**src/rtl/fifo_wr_arbiter.sv**
```systemverilog
// fifo_wr_arbiter: round-robin arbiter sharing one fifo write port among
// NREQ requesters. A grant lasts for at most BURST back-to-back words, and
// every grant is followed by one IDLE cycle.
// Optional feature macro: FIFO_ARB_STATS_EN adds the xfer_cnt output, which
// holds one saturating per-requester count of accepted words.
module fifo_wr_arbiter #(
  parameter int WIDTH = 16,
  parameter int NREQ  = 4,
  parameter int BURST = 4
) (
  input  logic                     clk,
  input  logic                     rst,
  input  logic [NREQ-1:0]          req_valid,
  input  logic [NREQ*WIDTH-1:0]    req_data,
  output logic [NREQ-1:0]          req_ready,
  input  logic                     fifo_full,
  output logic                     fifo_write,
  output logic [WIDTH-1:0]         fifo_data_in,
  output logic [$clog2(NREQ)-1:0]  grant_id,
  output logic                     busy
`ifdef FIFO_ARB_STATS_EN
  ,
  output logic [NREQ*16-1:0]       xfer_cnt
`endif
);

  localparam int IDW = $clog2(NREQ);

  typedef enum logic {
    IDLE  = 1'b0,
    GRANT = 1'b1
  } state_t;

  state_t          state, state_nxt;
  logic [IDW-1:0]  owner, owner_nxt;
  logic [IDW-1:0]  last_owner, last_owner_nxt;
  logic [3:0]      burst_cnt, burst_cnt_nxt;
  logic [IDW-1:0]  pick;
  logic            owner_valid;
  logic            xfer;
  logic [WIDTH-1:0] slice [NREQ];

  // Split the flat data bus into one word per requester.
  always_comb begin
    for (int i = 0; i < NREQ; i++) begin
      slice[i] = req_data[i*WIDTH +: WIDTH];
    end
  end

  // Round-robin pick: the first valid requester after last_owner, wrapping.
  always_comb begin
    logic [IDW:0] sum;
    logic         found;
    pick  = last_owner;
    found = 1'b0;
    sum   = '0;
    for (int k = 1; k <= NREQ; k++) begin
      sum = {1'b0, last_owner} + (IDW+1)'(k);
      if (sum >= (IDW+1)'(NREQ)) begin
        sum = sum - (IDW+1)'(NREQ);
      end
      if (!found && req_valid[sum[IDW-1:0]]) begin
        pick  = sum[IDW-1:0];
        found = 1'b1;
      end
    end
  end

  assign owner_valid = req_valid[owner];
  assign xfer        = (state == GRANT) && owner_valid && !fifo_full;

  // Register the FSM state and the arbitration bookkeeping.
  always_ff @(posedge clk or posedge rst) begin
    if (rst) begin
      state      <= IDLE;
      owner      <= '0;
      last_owner <= IDW'(NREQ-1);
      burst_cnt  <= '0;
    end else begin
      state      <= state_nxt;
      owner      <= owner_nxt;
      last_owner <= last_owner_nxt;
      burst_cnt  <= burst_cnt_nxt;
    end
  end

  // Next-state logic and the combinational fifo/requester-side outputs.
  always_comb begin
    state_nxt      = state;
    owner_nxt      = owner;
    last_owner_nxt = last_owner;
    burst_cnt_nxt  = burst_cnt;
    req_ready      = '0;
    fifo_write     = 1'b0;
    fifo_data_in   = '0;
    grant_id       = '0;
    busy           = 1'b0;
    case (state)
      IDLE: begin
        if (|req_valid) begin
          owner_nxt     = pick;
          burst_cnt_nxt = '0;
          state_nxt     = GRANT;
        end
      end
      GRANT: begin
        req_ready[owner] = !fifo_full;
        fifo_write       = xfer;
        fifo_data_in     = slice[owner];
        grant_id         = owner;
        busy             = 1'b1;
        if (!owner_valid) begin
          last_owner_nxt = owner;
          state_nxt      = IDLE;
        end else if (xfer) begin
          burst_cnt_nxt = burst_cnt + 4'd1;
          if (burst_cnt + 4'd1 == 4'(BURST)) begin
            last_owner_nxt = owner;
            state_nxt      = IDLE;
          end
        end
      end
      default: begin
        state_nxt = IDLE;
      end
    endcase
  end

`ifdef FIFO_ARB_STATS_EN
  logic [15:0] stat_cnt [NREQ];

  // Saturating count of accepted words for each requester.
  always_ff @(posedge clk or posedge rst) begin
    if (rst) begin
      for (int i = 0; i < NREQ; i++) begin
        stat_cnt[i] <= '0;
      end
    end else begin
      for (int i = 0; i < NREQ; i++) begin
        if (req_ready[i] && req_valid[i] && (stat_cnt[i] != 16'hFFFF)) begin
          stat_cnt[i] <= stat_cnt[i] + 16'd1;
        end
      end
    end
  end

  // Flatten the counters onto the xfer_cnt bus.
  always_comb begin
    for (int i = 0; i < NREQ; i++) begin
      xfer_cnt[i*16 +: 16] = stat_cnt[i];
    end
  end
`endif

endmodule

```
**config.mk**
```make
export PLATFORM = sky130hd
export DESIGN_NAME = fifo_wr_arbiter
export DESIGN_NICKNAME = d
export VERILOG_FILES = /design/src/rtl/fifo_wr_arbiter.sv
export SDC_FILE = /design/constraint.sdc
export NUM_CORES = 1
export LEC_CHECK = 0
export ABC_AREA = 1
export ABC_CLOCK_PERIOD_IN_PS = 4190
export CAP_MARGIN = 25
export CORE_ASPECT_RATIO = 0.9
export CORE_MARGIN = 3
export CORE_UTILIZATION = 35
export CTS_CLUSTER_SIZE = 16
export DETAILED_ROUTE_END_ITERATION = 16
export PLACE_DENSITY = 0.92
export SYNTH_ARGS = -nofsm -noshare
export SYNTH_HDL_FRONTEND = slang
export SYNTH_SLANG_ARGS = --single-unit
```
**constraint.sdc**
```tcl
create_clock -name clk -period 4.19 [get_ports clk]
set_input_delay 0.838 -clock clk [delete_from_list [all_inputs] [get_ports clk]]
set_output_delay 0.838 -clock clk [all_outputs]
set_load 0.01 [all_outputs]
```
==> results_dict.tcl <==
set metrics [dict create \
    layout_commonest_cell "clkdlybuf4s50_1" \
    antenna_cells 0 \
    path_max_fanout 17 \
    cts_sinks 9 \
    ir_drop_v 0.000417 \
    clk_pin_slew_ps 60 \
    min_from "last_owner[1]$_DFFE_PP1P_" \
    die_x_um 66.0 \
    globalRouteOverflowTotal 0 \
    die_y_um 60.0 \
    holdPathStages 2 \
    die_area_um2 3950 \
    drcViolationCount 0 \
    grt_pass1_vias 1569 \
    final_cell_mix "clkdlybuf4s50_1, nand2_1, nand3_1" \
    min_period_ps 3370 \
    timing.final.crit_share_pct 80.4 \
    maxCapViolCount 0 \
    yosysWarnings 0 \
    fmax_mhz 297 \
    nets 349 \
    leakagePower_uw 0.000873 \
    critPathRequiredTime_ps 3350 \
    num-fill-cells 242 \
    dp_cells 311 \
    grt_pass1_wl_mm 6.80 \
    critPathArrivalTime_ps 2530 \
    cts_resized 0 \
    drt_iter0_drc 121 \
    wl_mm 4.48 \
    place_hpwl_mm 3.49 \
    initial_utilization_pct 39.0 \
    rsz0062_at_grt "no" \
    io_pins 95 \
    first_pass_iters 4 \
    fin_setup_tns_ps 0 \
    clk_latency_ps 260 \
    via_count 1670 \
    layout-drive-gt1-share_pct 8.00 \
    place_area_um2 2090 \
    timing.hold.ws_ps 509 \
    p_per_area_nw_per_um2 589 \
    antenna_found_initial 0 \
    synthesis.area_um2 1130 \
    core_area_um2 2910 \
    criticalPathCategory "register to output pin" \
    cts_root_buffer "clkbuf_4" \
    htreeDepth 1 \
    routedWlPerCell_um 14.2 \
    final_area_um2 2110 \
    num_rows 18 \
    syn_area_per_cell_um2 6.12 \
    slew_viol_final 0 \
    portBuffers 94 \
    finalHoldViolations 0 \
    syn_to_final_growth_pct 86.5 \
    cts_tree "done" \
    synth_top_cell_by_area "nand2_1" \
    reg2reg_from "owner[0]$_DFFE_PP0P_" \
    setup-violations-final 0 \
    rrSetupSlack_ps 2260 \
    fin_skew_ps 1.06 \
    worstReg2RegEnd "last_owner[0]$_DFFE_PP1P_" \
    synth-seq-cells 9 \
    finalNonFillerCells 315 \
    cts_made_buffers 3 \
    ant_nets 0 \
    postCtsSetupBuffers 0 \
    max_slew.worst_pin.slew_ps 743 \
    grt_max_degree 25 \
    place.gp.congestion 0.893 \
    r2r_cells 7 \
    status "completed" \
    grt_usage_pct 21.7 \
    clockBufferDepth 2 \
    hold_buffers 0 \
    viasPerCell 5.30 \
    ys_seq_area_share_pct 20.1 \
    hold_end "last_owner[1]$_DFFE_PP1P_" \
    maxSlewHeadroom_pct 50.4 \
    yosysTopAreaCellShare_pct 20.6 \
    hp-class "register to register" \
    synth.distinct_cells 26 \
    final_util_pct 72.7 \
    synthesis.nets 258 \
    ys_top_cells_by_area "nand2_1, dfrtp_1, nand3_1, a22oi_1, a31oi_1" \
    worst_setup_path_end_kind "output pin" \
    start_kind "register" \
    synth_cells 185 \
]
state kept, by name, indices dropped and copies added (netlist names):
name        count
owner           2
burst_cnt       4
state           1
last_owner      2
report_power, final:
group / switching (uW) / internal, uW / leakage (uW)
Sequential: 56.7 / 125 / 0.000111
Clock: 31.6 / 36.8 / 0.0000150
Combinational: 532 / 462 / 0.000747
area by class of cell:
type	count	area (um^2)	area share (%)
multi-input combinational	153	801	37.9
sequential	9	228	10.8
inverter	13	51.3	2.43
clock buffer	4	26.3	1.24
timing repair buffer	96	956	45.3
tap	40	50.0	2.37
per-layer routing:
| metal | part of all wire, % | vias up | global-route usage, % |
|---|---|---|---|
| met4 | 1.9 | 0 | 7.25 |
| li1 | - | 828 | - |
| met3 | 11 | 10 | 5.83 |
| met5 | 0 | - | 0 |
| met2 | 49 | 78 | 40.9 |
| met1 | 38 | 754 | 23.5 |
worst max-delay path by stage:
stage                         start      endpoint  slack (ps)  cells past startpoint
2_1_floorplan             fifo_full  req_ready[0]        2010                      3
3_3_place_gp           req_valid[0]    fifo_write        1000                      6
3_5_place_dp           req_valid[0]    fifo_write         960                      6
4_1_cts        owner[0]$_DFFE_PP0P_    fifo_write         820                      6
5_1_grt        owner[0]$_DFFE_PP0P_    fifo_write         650                      6
6_report       owner[0]$_DFFE_PP0P_    fifo_write         820                      6
synth_stat cells:
cell	number
a21oi_1	3
a21oi_2	1
a22oi_1	16
a31oi_1	16
buf_2	6
buf_6	1
clkbuf_1	3
dfrtp_1	7
dfstp_2	2
ha_1	2
inv_1	7
inv_2	5
inv_4	1
nand2_1	62
nand2_2	4
nand3_1	29
nand3_2	1
nand4_2	1
nor2_1	4
nor2_2	1
nor2_4	1
nor3_1	3
o21a_1	1
o21ai_0	1
o21ai_1	4
xor2_1	3
critical path, cell delays in order, from the launching register on:
cell and delay (ps):
dfrtp_1 520, nor2_2 650, nand2_1 150, nand4_2 180, nand2_2 130, inv_2 90
clkdlybuf4s50_1 540
through the flow:
step | total power, uW | setup slack (ps)
after floorplan | 756 | 2010
final | 1240 | 822
after CTS | 1250 | 819
after detailed placement | 1180 | 963
after global placement | 1160 | 998
after global routing | 1360 | 651
logic make-up (layout without fill, tap and decap cells):
logic type | after synthesis | after routing | synth area share (%)
XOR/XNOR | 3 | 3 | 2.32
buffers and inverters | 23 | 113 | 9.17
AND/OR/NAND/NOR | 106 | 106 | 41.8
flip-flops | 9 | 9 | 20.1
AO/OA/AOI/OAI | 42 | 42 | 24.4
adder cells (fa/ha/maj) | 2 | 2 | 2.21
No activity file was read; power rests on OpenSTA's default activity.
